File: src/rtl/clk_mon_pkg.sv
// Shared constants and helpers for the clock activity monitor.
package clk_mon_pkg;

  localparam int NCH_DEF   = 4;
  localparam int CNT_W_DEF = 24;
  localparam int GATE_DEF  = 50_000_000;
  localparam int SYNC_DEF  = 2;
  localparam int BLINK_DEF = 21;

  function automatic int clog2(input int n);
    int r;
    r = 0;
    for (int v = n - 1; v > 0; v = v >> 1)
      r++;
    return r;
  endfunction

  function automatic int sel_width(input int n);
    return (clog2(n) < 1) ? 1 : clog2(n);
  endfunction

  localparam int SEL_W_DEF = sel_width(NCH_DEF);

endpackage

File: src/rtl/clk_mon_chan.sv
// One monitored channel: synchroniser, edge detect, window count,
// latched result flags and blink counter.
module clk_mon_chan
  import clk_mon_pkg::*;
#(
  parameter int CNT_W       = CNT_W_DEF,
  parameter int SYNC_STAGES = SYNC_DEF,
  parameter int BLINK_BIT   = BLINK_DEF
) (
  input  logic             clk,
  input  logic             rst,
  input  logic             sig,
  input  logic             term,
  output logic [CNT_W-1:0] latched,
  output logic [CNT_W-1:0] closing,
  output logic             alive,
  output logic             ovf,
  output logic             led
);

  localparam logic [CNT_W-1:0] MAX = '1;

  logic [SYNC_STAGES-1:0] sync;
  logic                   sync_q;
  logic                   pulse;
  logic [CNT_W-1:0]       win;
  logic                   win_ovf;
  logic                   at_max;
  logic [BLINK_BIT:0]     blink;

  assign pulse  = sync[SYNC_STAGES-1] & ~sync_q;
  assign at_max = (win == MAX);

  // Window value including this cycle's edge, saturating.
  assign closing = (pulse && !at_max) ? win + CNT_W'(1) : win;

  always_ff @(posedge clk or posedge rst) begin
    if (rst) begin
      sync    <= '0;
      sync_q  <= 1'b0;
      win     <= '0;
      win_ovf <= 1'b0;
      latched <= '0;
      alive   <= 1'b0;
      ovf     <= 1'b0;
      blink   <= '0;
      led     <= 1'b0;
    end else begin
      sync   <= {sync[SYNC_STAGES-2:0], sig};
      sync_q <= sync[SYNC_STAGES-1];
      blink  <= blink + (BLINK_BIT+1)'(pulse);
      led    <= blink[BLINK_BIT];
      if (term) begin
        win     <= '0;
        win_ovf <= 1'b0;
        latched <= closing;
        ovf     <= win_ovf | (pulse & at_max);
        alive   <= |closing;
      end else if (pulse) begin
        if (at_max)
          win_ovf <= 1'b1;
        else
          win <= closing;
      end
    end
  end

endmodule

File: src/rtl/clk_activity_monitor.sv
// Multi-channel edge-rate monitor: gate timer, done pulse and
// registered readout mux over the per-channel units.
module clk_activity_monitor
  import clk_mon_pkg::*;
#(
  parameter int NCH         = NCH_DEF,
  parameter int CNT_W       = CNT_W_DEF,
  parameter int GATE_CYCLES = GATE_DEF,
  parameter int SYNC_STAGES = SYNC_DEF,
  parameter int BLINK_BIT   = BLINK_DEF
) (
  input  logic                      clk,
  input  logic                      rst,
  input  logic [NCH-1:0]            sig_in,
  input  logic [sel_width(NCH)-1:0] sel,
  output logic [CNT_W-1:0]          count_out,
  output logic                      done,
  output logic [NCH-1:0]            alive,
  output logic [NCH-1:0]            ovf,
  output logic [NCH-1:0]            led
);

  localparam int SEL_W  = sel_width(NCH);
  localparam int GATE_W = clog2(GATE_CYCLES);
  localparam logic [GATE_W-1:0] GATE_LAST =
    GATE_W'(GATE_CYCLES - 1);

  logic              armed;
  logic [GATE_W-1:0] gate;
  logic              term;
  logic [CNT_W-1:0]  lat [NCH];
  logic [CNT_W-1:0]  closing [NCH];
  logic [CNT_W-1:0]  pick;

  assign term = (gate == GATE_LAST);

  // The idle cycle after reset release puts the first done
  // GATE_CYCLES+1 cycles after release.
  always_ff @(posedge clk or posedge rst) begin
    if (rst) begin
      armed <= 1'b0;
      gate  <= '0;
      done  <= 1'b0;
    end else begin
      armed <= 1'b1;
      done  <= term;
      if (term)
        gate <= '0;
      else if (armed)
        gate <= gate + GATE_W'(1);
    end
  end

  for (genvar i = 0; i < NCH; i++) begin : g_chan
    clk_mon_chan #(
      .CNT_W       (CNT_W),
      .SYNC_STAGES (SYNC_STAGES),
      .BLINK_BIT   (BLINK_BIT)
    ) u_chan (
      .clk     (clk),
      .rst     (rst),
      .sig     (sig_in[i]),
      .term    (term),
      .latched (lat[i]),
      .closing (closing[i]),
      .alive   (alive[i]),
      .ovf     (ovf[i]),
      .led     (led[i])
    );
  end

  // Terminal cycle reads the closing value so count_out
  // carries new data the same cycle done rises.
  always_comb begin
    pick = '0;
    for (int i = 0; i < NCH; i++)
      if (SEL_W'(i) == sel)
        pick = term ? closing[i] : lat[i];
  end

  always_ff @(posedge clk or posedge rst) begin
    if (rst)
      count_out <= '0;
    else
      count_out <= pick;
  end

endmodule

File: config.mk
export PLATFORM = sky130hd
export DESIGN_NAME = clk_activity_monitor
export DESIGN_NICKNAME = d
export VERILOG_FILES = /design/src/rtl/clk_mon_pkg.sv /design/src/rtl/clk_mon_chan.sv /design/src/rtl/clk_activity_monitor.sv
export SDC_FILE = /design/constraint.sdc
export NUM_CORES = 1
export LEC_CHECK = 0
export BUFFER_PORTS_ARGS = -buffer_cell sky130_fd_sc_hd__buf_2
export CAP_MARGIN = 20
export CELL_PAD_IN_SITES_DETAIL_PLACEMENT = 0
export CELL_PAD_IN_SITES_GLOBAL_PLACEMENT = 1
export CORE_ASPECT_RATIO = 0.5
export CORE_MARGIN = 1
export CORE_UTILIZATION = 30
export CTS_CLUSTER_DIAMETER = 80
export DETAILED_ROUTE_END_ITERATION = 6
export PLACE_DENSITY_LB_ADDON = 0.1
export SLEW_MARGIN = 5
export SYNTH_ARGS = -nofsm -noshare
export SYNTH_HDL_FRONTEND = slang
export SYNTH_SLANG_ARGS = --single-unit
File: constraint.sdc
create_clock -name clk -period 28.8 [get_ports clk]
set_input_delay 5.76 -clock clk [delete_from_list [all_inputs] [get_ports clk]]
set_output_delay 5.76 -clock clk [all_outputs]
set_load 0.01 [all_outputs]
======== Word level (Yosys, flattened, before mapping) ========
Index checks and enable logic that the tools add are counted.
word-level totals
  register bits ........................... 360
cells by class
  add/subtract/negate cells ............... 9
  eq/ne operators ......................... 12
  muxes and demuxes ....................... 38
  bitwise operators ....................... 16
  reduce and logical (&&, ||, !) cells .... 30
operator list
  kind                                                                  number
  24-bit 2-to-1 mux                                                     24
  24-bit by 1-bit adder with 24-bit output, second input constant       4
  24-bit equality test, second input constant                           4
  24-bit OR reduction                                                   4
  22-bit by 1-bit adder with 22-bit output                              4
  26-bit 2-to-1 mux                                                     2
  26-bit by 1-bit adder with 26-bit output, second input constant       1
  26-bit equality test, second input constant                           1
  2-bit nonzero test                                                    9
  2-bit AND reduction                                                   8
  1-bit 2-to-1 mux                                                      12
  1-bit AND                                                             8
  2-bit inequality test, second input constant                          4
  2-bit equality test, first input constant                             2
  1-bit logical AND                                                     4
  1-bit zero test                                                       4
  1-bit inverter                                                        4
  1-bit bitwise OR                                                      4
  1-bit by 2-bit equality test with 1-bit output, first input constant  1
  2-bit zero test                                                       1

======== Logic depth before layout (Yosys ltp) ========
Gate-level depths: netlist of run 1.
  word-level depth ........................ 9
  depth in mapped cells ................... 12
  gate-level depth less buffers ........... 11

======== Modules after synthesis ========
Synthesis of run 1 repeated with hierarchy kept, for this count alone.
unflattened totals
  cells, all modules ...................... 1692
  area, all modules ....................... 17842.1 um^2
by module, submodules not included
  module                instances  cells an instance  area each (um^2)
  clk_mon_chan          4          355                3568.4
  clk_activity_monitor  1          272                3568.4

======== Worst setup path after synthesis of run 1 ========
Ideal clock, no wire load.
  kind .................................... input-to-reg
  start point ............................. in sel[0]
  end point ............................... reg count_out[12]
  library setup time ...................... 138 ps
  arrival time ............................ 7047 ps
  required time ........................... 28662 ps
  slack ................................... 21615 ps
  cell stages on the path ................. 3
  buffers on the path ..................... 2
  cell sequence ........................... clkbuf_1 -> clkbuf_1 -> mux4_2
on the way
  longest elaborated chain between the ends .. 5
RTL lines
  item                             line                        source
  start: declaration               clk_activity_monitor.sv:15  input logic [sel_width(NCH)-1:0] sel,
  2-bit zero test                  clk_activity_monitor.sv:77  if (SEL_W'(i) == sel)
  24-bit 2-to-1 mux (3 in series)  clk_activity_monitor.sv:77
  24-bit 2-to-1 mux *              clk_activity_monitor.sv:77
  net pick[12]                     clk_activity_monitor.sv:33  logic [CNT_W-1:0] pick;
  end signal: assignment           clk_activity_monitor.sv:85  count_out <= pick;
  end: declaration                 clk_activity_monitor.sv:16  output logic [CNT_W-1:0] count_out,
Mark *: on every way through the listed nets, which the timed path passes. The rest lies on a longest branch.
A chain may end at the register's enable or synchronous reset.

======== Worst setup path after layout of run 1 ========
  start point ............................. in sel[0]
  end point ............................... reg count_out[9]
The elaborated chain is that of the path after synthesis.

==> impl_metrics.sql, run 1 <==
INSERT INTO impl_metrics (metric_group, metric, value, unit) VALUES
('run_status', 'outcome', 'finished, final reports clean', ''),
('critical_path', 'criticalPathCategory', 'in -> reg', ''),
('grt', 'grt_pass1_vias', '11500', ''),
('sta', 'worst_slew_margin_rel', '35.1', '%'),
('placed_design', 'post-place-ws', '21070', 'ps'),
('clock_tree', 'cts_hold_buffers', '0', ''),
('sta', 'final-hold-violation-count', '0', ''),
('sta', 'period_minus_slack', '7000', 'ps'),
('synth', 'syn_avg_cell_area', '10.4', 'um2'),
('detailed_routing', 'dr_total_vias', '11300', ''),
('grt', 'first_pass_grt_wire_length', '68400', 'um'),
('pwr', 'total_leakage_power', '8.31', 'nW'),
('detailed_routing', 'average_wire_per_standard_cell', '18.2', 'um'),
('sta', 'whs', '349', 'ps'),
('detailed_routing', 'route.detailed.vias_per_inst', '4.82', ''),
('cells_and_area', 'fillCellCount', '5411', ''),
('synth', 'mappedNetlistArea', '16500', 'um2'),
('critical_path', 'crit_path_end_kind', 'flip-flop', ''),
('sta', 'slew_violations', '0', ''),
('synth', 'postSynth.topFlopCell', 'sky130_fd_sc_hd__dfrtp_1', ''),
('clock_tree', 'number_of_buffers_inserted_to_repair_setup_after_cts', '0', ''),
('synth', 'postSynthCellCount', '1580', ''),
('synth', 'number_of_enable_flip_flop_cells_after_synthesis', '0', ''),
('placed_design', 'globalplace.congestion', '0.810', ''),
('pwr', 'vdd_ir_drop_max', '0.0345', 'mV'),
('clock_tree', 'clk_transition_reported_paths', '60', 'ps'),
('detailed_routing', 'drtIter0Drc', '741', ''),
('clock_tree', 'cts.repair.resized', '0', ''),
('grt', 'grt_resource_usage_total', '15.6', '%'),
('synth', 'ys_async_sr_fraction', '100', '%'),
('die', 'die_area', '55900', 'um2'),
('synth', 'synth.distinct_cells', '84', ''),
('flow_run', 'drv.max_cap_violation_count', '0', ''),
('sta', 'layout_worst_path_cycle_share', '24.3', '%'),
('placed_design', 'post-place-cells', '2274', ''),
('sta', 'timing_worst_slew_pin_value', '963', 'ps'),
('sta', 'fin_worst_skew', '24.1', 'ps'),
('cells_and_area', 'highest_count_cells_in_the_layout_ignoring_fill_and_taps', 'sky130_fd_sc_hd__dfrtp_1 (360), sky130_fd_sc_hd__nor2_1 (219), sky130_fd_sc_hd__nand2_1 (165)', ''),
('sta', 'grt_setup_unrepaired', 'no', ''),
('cells_and_area', 'layout_commonest_cell', 'sky130_fd_sc_hd__dfrtp_1', ''),
('clock_tree', 'clock_path_buffers', '3', ''),
('clock_tree', 'clkLatencyLatePin', '550', 'ps'),
('sta', 'finalSetupTns', '0', 'ps'),
('cells_and_area', 'syn2layout_area_growth', '12.6', '%'),
('pwr', 'power_density', '64.6', 'nW/um2'),
('critical_path', 'crit_path_max_fanout', '26', ''),
('synth', 'yosys_warn_count', '0', ''),
('sta', 'timing.final.ws_setup', '21800', 'ps'),
('die', 'die_x', '333', 'um'),
('detailed_routing', 'detail_route.first_pass.iterations', '5', ''),
('synth', 'synthesis.nets', '1601', ''),
('detailed_routing', 'post-route-drc-count', '0', ''),
('synth', 'synth.yosys.seq_area_share', '54.7', '%'),
('worst_hold_path', 'timing.hold.worst.class', 'reg -> reg', ''),
('grt', 'maximum_number_of_pins_on_one_net_before_global_route_repair', '156', ''),
('clock_tree', 'clockRootBuffer', 'sky130_fd_sc_hd__clkbuf_16', ''),
('cells_and_area', 'post_route_cells_drive_above_1_share', '11.2', '%'),
('critical_path', 'cp_data_required_time', '29290', 'ps'),
('detailed_routing', 'drtAntennaViolNets', '0', ''),
('sta', 'timing.final.setup_violations', '0', ''),
('sta', 'achievable-frequency', '143', 'MHz'),
('placed_design', 'placement.io_buffers', '44', ''),
('critical_path', 'critPathLaunchType', 'input port', ''),
('cells_and_area', 'fin_nets', '1622', ''),
('placed_design', 'dpl.hpwl', '30300', 'um'),
('synth', 'synth.ff_latch_count', '360', ''),
('grt', 'grt_remaining_overflow', '0', ''),
('detailed_routing', 'totalWireLength', '42800', 'um'),
('cells_and_area', 'stdcell_count', '2346', ''),
('grt', 'grt_antenna_before_repair', '4', ''),
('clock_tree', 'cts_max_level', '2', ''),
('critical_path', 'critPathArrivalTime', '7490', 'ps'),
('die', 'core_area', '54000', 'um2'),
('clock_tree', 'cts_inserted_buffers', '37', ''),
('clock_tree', 'tritoncts', 'done', ''),
('clock_tree', 'numClockSinks', '360', ''),
('die', 'num_rows', '60', ''),
('die', 'initial_core_util', '30.5', '%'),
('die', 'io_pins', '45', ''),
('die', 'height_of_the_chip', '168', 'um');
==> per-layer routing <==
layer	vias to the layer above	part of all wire [%]	global-route usage [%]
met1	5648	51	23.0
met4	0	2.5	4.33
met5	-	0	0
met2	149	43	23.4
li1	5458	-	-
met3	63	3.4	2.88
==> cells in the mapped netlist, types with 28 or more instances <==
master,instances,share of area [%]
sky130_fd_sc_hd__nand3_1,99,3.0
sky130_fd_sc_hd__clkbuf_1,28,0.64
sky130_fd_sc_hd__xnor2_1,121,6.4
sky130_fd_sc_hd__a21oi_1,38,1.2
sky130_fd_sc_hd__nand2_1,165,3.8
sky130_fd_sc_hd__xor2_1,68,3.6
sky130_fd_sc_hd__o21ai_0,59,1.8
sky130_fd_sc_hd__dfrtp_1,360,55
sky130_fd_sc_hd__and3_1,32,1.2
sky130_fd_sc_hd__nand4_1,41,1.6
sky130_fd_sc_hd__nor3_1,31,0.94
sky130_fd_sc_hd__nor2_1,219,5.0
==> per-stage QoR <==
stage                     utilization, %  instance area (um2)  power [mW]
after detailed placement            32.1                17300       0.719
after global routing                34.4                18500        1.26
final                               34.4                18600        1.20
after floorplan                        -                16500       0.675
after global placement              32.1                17300       0.715
after CTS                           34.3                18500        1.22
==> critical path: stages <==
cell,delay (ps)
sky130_fd_sc_hd__buf_2,500
sky130_fd_sc_hd__clkinv_1,480
sky130_fd_sc_hd__nor2_1,460
sky130_fd_sc_hd__a22oi_1,170
sky130_fd_sc_hd__nand2_1,100
==> final cells by class <==
class | instances | area [um2] | share of cell area, %
flip-flops and latches | 360 | 9010 | 48.6
multi-input cells | 1121 | 7000 | 37.7
clock buffers | 56 | 1100 | 5.93
well taps | 713 | 892 | 4.81
repair buffers | 53 | 320 | 1.73
clock inverters | 11 | 113 | 0.607
inverters | 28 | 113 | 0.607
diodes | 4 | 10.0 | 0.0540
==> power breakdown <==
group / total (mW) / internal [mW] / switching (mW)
clock network: 0.492 / 0.283 / 0.209
registers: 0.585 / 0.543 / 0.0418
logic: 0.122 / 0.0497 / 0.0724
total: 1.20 / 0.876 / 0.324
==> path summary, 6_finish.rpt <==
kind                                                    start                                      to  slack [ps]  depth (start not counted)
setup reg to reg                         gate[10]$_DFFE_PP0P_      g_chan[0].u_chan.alive$_DFFE_PP0N_       25310                          8
setup / recovery                                       sel[0]                  count_out[9]$_DFF_PP0_       21800                          5
hold reg to reg            g_chan[2].u_chan.sync[0]$_DFF_PP0_      g_chan[2].u_chan.sync[1]$_DFF_PP0_         350                          0
min in group asynchronous                                 rst    g_chan[2].u_chan.blink[12]$_DFF_PP0_        5370                          2
max in group asynchronous                                 rst  g_chan[2].u_chan.latched[20]$_DFF_PP0_       21920                          3
hold / removal             g_chan[2].u_chan.sync[0]$_DFF_PP0_      g_chan[2].u_chan.sync[1]$_DFF_PP0_         350                          0
==> cells by family (layout without fill, tap and decap cells) <==
group | Yosys count | count (layout) | share of synthesized area (%)
AND/OR/NAND/NOR | 702 | 702 | 21.4
flip-flops | 360 | 360 | 54.7
XOR/XNOR | 194 | 194 | 10.5
AO/OA/AOI/OAI | 188 | 188 | 7.28
buffers and inverters | 99 | 148 | 2.94
multiplexers | 23 | 23 | 2.17
adder cells (fa/ha/maj) | 13 | 13 | 0.987
other | 1 | 5 | 0.0228
==> flip-flops by register name (all words and copies together) (netlist names) <==
signal / count
g_chan.u_chan.win: 96
g_chan.u_chan.led: 4
count_out: 24
g_chan.u_chan.blink: 88
done: 1
g_chan.u_chan.win_ovf: 4
g_chan.u_chan.sync_q: 4
g_chan.u_chan.sync: 8
g_chan.u_chan.alive: 4
g_chan.u_chan.latched: 96
gate: 26
armed: 1
g_chan.u_chan.ovf: 4
No activity file was read; power rests on OpenSTA's default activity.
==> run 2, diff against run 1 <==
--- a/config.mk
+++ b/config.mk
@@ -5,6 +5,7 @@
 export SDC_FILE = /design/constraint.sdc
 export NUM_CORES = 1
 export LEC_CHECK = 0
+export ABC_AREA = 1
 export BUFFER_PORTS_ARGS = -buffer_cell sky130_fd_sc_hd__buf_2
 export CAP_MARGIN = 20
 export CELL_PAD_IN_SITES_DETAIL_PLACEMENT = 0
==> constraint.sdc (replaced) <==
create_clock -name clk -period 6.9 [get_ports clk]
set_input_delay 1.38 -clock clk [delete_from_list [all_inputs] [get_ports clk]]
set_output_delay 1.38 -clock clk [all_outputs]
set_load 0.01 [all_outputs]
==> run 2 against run 1 <==
Effect of this change: routed wire length grew 24%; first-iteration DRC count increased by 18%; non-clock buffer count up 7; critical path depth is 9 higher; sequential power increased to 4.1 times the previous value; core utilization shrank 0.20 points.
==> impl_metrics.sql, run 2 <==
INSERT INTO impl_metrics (metric_group, metric, value, unit) VALUES
('run_status', 'outcome', 'finished, final reports clean', ''),
('synth', 'ys_async_sr_fraction', '100', '%'),
('grt', 'maximum_number_of_pins_on_one_net_before_global_route_repair', '146', ''),
('synth', 'synth_top_area_cell', 'sky130_fd_sc_hd__dfrtp_1', ''),
('placed_design', 'dpl.hpwl', '38700', 'um'),
('pwr', 'power_density', '248', 'nW/um2'),
('detailed_routing', 'average_wire_per_standard_cell', '17.1', 'um'),
('detailed_routing', 'drtAntennaViolNets', '0', ''),
('worst_hold_path', 'worst_hold_path.endpoint', 'g_chan[1].u_chan.sync[1]$_DFF_PP0_', ''),
('detailed_routing', 'post-route-drc-count', '0', ''),
('critical_path', 'crit_path_end_kind', 'flip-flop', ''),
('grt', 'grt_antenna_before_repair', '3', ''),
('synth', 'synth.distinct_cells', '48', ''),
('sta', 'final-hold-violation-count', '0', ''),
('die', 'num_rows', '63', ''),
('sta', 'grt_setup_unrepaired', 'no', ''),
('die', 'io_pins', '45', ''),
('cells_and_area', 'fin_nets', '2303', ''),
('detailed_routing', 'route.detailed.vias_per_inst', '4.51', ''),
('critical_path', 'critPathArrivalTime', '3740', 'ps'),
('clock_tree', 'tritoncts', 'done', ''),
('cells_and_area', 'reg.largest.list', 'g_chan.u_chan.latched: 96 flops, g_chan.u_chan.win: 96 flops, g_chan.u_chan.blink: 88 flops', ''),
('placed_design', 'globalplace.congestion', '0.809', ''),
('sta', 'whs', '347', 'ps'),
('cells_and_area', 'syn2layout_area_growth', '12.5', '%'),
('synth', 'yosys_warn_count', '0', ''),
('sta', 'fin_worst_skew', '14.1', 'ps'),
('cells_and_area', 'multi_input_area', '7890', 'um2'),
('sta', 'slew_violations', '0', ''),
('clock_tree', 'cts.repair.resized', '0', ''),
('synth', 'syn_avg_cell_area', '8.00', 'um2'),
('critical_path', 'timing.reg2reg.worst_path_depth', '14', ''),
('clock_tree', 'number_of_buffers_inserted_to_repair_setup_after_cts', '0', ''),
('grt', 'grt_resource_usage_total', '18.0', '%'),
('worst_hold_path', 'hold_depth', '0', ''),
('critical_path', 'cp_data_required_time', '7340', 'ps'),
('die', 'die_x', '349', 'um'),
('cells_and_area', 'layout_commonest_cell', 'sky130_fd_sc_hd__nand2_1', ''),
('placed_design', 'placement.io_buffers', '44', ''),
('worst_hold_path', 'timing.hold.worst.class', 'reg -> reg', ''),
('die', 'core_area', '59300', 'um2'),
('critical_path', 'cp_slowest_cell', 'sky130_fd_sc_hd__buf_4', ''),
('clock_tree', 'cts_inserted_buffers', '39', ''),
('clock_tree', 'clk_transition_reported_paths', '70', 'ps'),
('clock_tree', 'cts_max_level', '2', ''),
('cells_and_area', 'fillCellCount', '6349', ''),
('critical_path', 'cp_slowest_stage_delay', '610', 'ps'),
('sta', 'finalSetupTns', '0', 'ps'),
('detailed_routing', 'dr_total_vias', '14100', ''),
('sta', 'layout_worst_path_cycle_share', '47.9', '%'),
('grt', 'grt_remaining_overflow', '0', ''),
('flow_run', 'drv.max_cap_violation_count', '0', ''),
('sta', 'timing.final.setup_violations', '0', ''),
('worst_hold_path', 'worstHoldStart', 'g_chan[1].u_chan.sync[0]$_DFF_PP0_', ''),
('critical_path', 'r2r_end', 'g_chan[2].u_chan.alive$_DFFE_PP0N_', ''),
('synth', 'postSynth.topFlopCell', 'sky130_fd_sc_hd__dfrtp_1', ''),
('sta', 'period_minus_slack', '3300', 'ps'),
('clock_tree', 'clockRootBuffer', 'sky130_fd_sc_hd__clkbuf_16', ''),
('synth', 'synth.yosys.seq_area_share', '50.0', '%'),
('critical_path', 'crit_path_max_fanout', '54', ''),
('detailed_routing', 'totalWireLength', '53300', 'um'),
('grt', 'grt_pass1_vias', '14100', ''),
('detailed_routing', 'drtIter0Drc', '878', ''),
('clock_tree', 'clkLatencyLatePin', '550', 'ps'),
('clock_tree', 'numClockSinks', '360', ''),
('synth', 'synthesis.nets', '2271', ''),
('die', 'height_of_the_chip', '175', 'um'),
('clock_tree', 'clock_path_buffers', '3', ''),
('pwr', 'total_leakage_power', '9.68', 'nW'),
('synth', 'synth.ff_latch_count', '360', ''),
('critical_path', 'reg2reg_slack', '3600', 'ps'),
('die', 'initial_core_util', '30.4', '%'),
('synth', 'mappedNetlistArea', '18000', 'um2'),
('sta', 'timing_worst_slew_pin_value', '965', 'ps'),
('sta', 'achievable-frequency', '303', 'MHz'),
('critical_path', 'critical_path_cell_sequence', 'ha_1 > nand3_1 > nor3_2 > nand3_1 > nor2_4 > buf_4 > buf_4 > nand3_1 > nor2_1 > nand3_1 > nor2_1 > nand2_1 > nor2_1 > nor2_1', ''),
('synth', 'ys_top_cells_by_area', 'sky130_fd_sc_hd__dfrtp_1 (50%), sky130_fd_sc_hd__nand2_1 (15%), sky130_fd_sc_hd__nor2_1 (7.0%)', ''),
('critical_path', 'criticalPathCategory', 'reg -> reg', ''),
('synth', 'postSynthCellCount', '2250', ''),
('synth', 'number_of_enable_flip_flop_cells_after_synthesis', '0', ''),
('clock_tree', 'cts_hold_buffers', '0', ''),
('grt', 'first_pass_grt_wire_length', '84800', 'um'),
('die', 'die_area', '61100', 'um2'),
('cells_and_area', 'seq_area', '9010', 'um2'),
('sta', 'worst_slew_margin_rel', '35.7', '%'),
('synth', 'synth_largest_type_area_fraction', '50.0', '%'),
('cells_and_area', 'post_route_cells_drive_above_1_share', '7.57', '%'),
('critical_path', 'path_delay_family', 'simple AND/OR/NAND/NOR gates', ''),
('critical_path', 'rr_startpoint', 'gate[0]$_DFFE_PP0P_', ''),
('pwr', 'vdd_ir_drop_max', '0.141', 'mV'),
('synth', 'yosys-top-cells-count', 'sky130_fd_sc_hd__nand2_1 (699), sky130_fd_sc_hd__dfrtp_1 (360), sky130_fd_sc_hd__nor2_1 (337)', ''),
('cells_and_area', 'highest_count_cells_in_the_layout_ignoring_fill_and_taps', 'sky130_fd_sc_hd__nand2_1 (699), sky130_fd_sc_hd__dfrtp_1 (360), sky130_fd_sc_hd__nor2_1 (334)', ''),
('critical_path', 'critPathLaunchType', 'flip-flop', ''),
('detailed_routing', 'detail_route.first_pass.iterations', '4', ''),
('critical_path', 'critPathBufInv', '2', ''),
('synth', 'post-synth-top-count-cell', 'sky130_fd_sc_hd__nand2_1', '');
-- run 2: metal layers --
metal	wire [um]	GRT usage (%)
met1	28500	27.3
met2	22000	26.4
met3	1810	3.09
met4	979	4.04
met5	51	0
-- run 2: power breakdown --
| part | total, mW | internal [mW] | leakage [nW] | switching (mW) |
|---|---|---|---|---|
| combinational | 0.525 | 0.169 | 4.15 | 0.356 |
| sequential | 2.39 | 2.25 | 4.93 | 0.141 |
| clock | 2.10 | 1.19 | 0.605 | 0.909 |
| total | 5.02 | 3.61 | 9.68 | 1.41 |
-- run 2: cells by family (layout without fill, tap and decap cells) --
logic type | after synthesis | in the layout | share of synthesized area, %
AO/OA/AOI/OAI | 179 | 179 | 5.59
buffers and inverters | 265 | 326 | 6.27
XOR/XNOR | 150 | 150 | 7.29
flip-flops | 360 | 360 | 50.0
AND/OR/NAND/NOR | 1282 | 1282 | 29.9
other | 1 | 2 | 0.0208
adder cells (fa/ha/maj) | 13 | 13 | 0.903
-- run 2: worst max-delay path by stage --
| stage | cells after the start | start | slack (ps) | end |
|---|---|---|---|---|
| 5_1_grt | 14 | gate[0]$_DFFE_PP0P_ | 3300 | g_chan[2].u_chan.alive$_DFFE_PP0N_ |
| 2_1_floorplan | 1 | rst | 690 | armed$_DFF_PP0_ |
| 4_1_cts | 14 | gate[0]$_DFFE_PP0P_ | 3440 | g_chan[2].u_chan.alive$_DFFE_PP0N_ |
| 3_5_place_dp | 14 | gate[0]$_DFFE_PP0P_ | 3460 | g_chan[2].u_chan.alive$_DFFE_PP0N_ |
| 6_report | 14 | gate[0]$_DFFE_PP0P_ | 3600 | g_chan[2].u_chan.alive$_DFFE_PP0N_ |
| 3_3_place_gp | 14 | gate[0]$_DFFE_PP0P_ | 3480 | g_chan[3].u_chan.alive$_DFFE_PP0N_ |
-- run 2: final cells by class --
type,instances,area share [%]
Multi-Input combinational cell,1625,38.9
Clock inverter,12,0.611
Timing Repair Buffer,60,1.80
Inverter,196,3.68
Antenna cell,1,0.0124
Sequential cell,360,44.5
Tap cell,812,5.02
Clock buffer,58,5.47
-- run 2: per-stage QoR --
step	instances	power (mW)	util, %	worst slack, ps	cell area [um2]
floorplan	2250	2.78	-	694	18000
global placement	3053	2.97	32.1	3480	19000
detailed placement	3053	2.97	32.1	3460	19000
CTS	3123	5.11	34.2	3440	20300
global route	3123	5.30	34.2	3300	20300
finish	3124	5.02	34.2	3600	20300
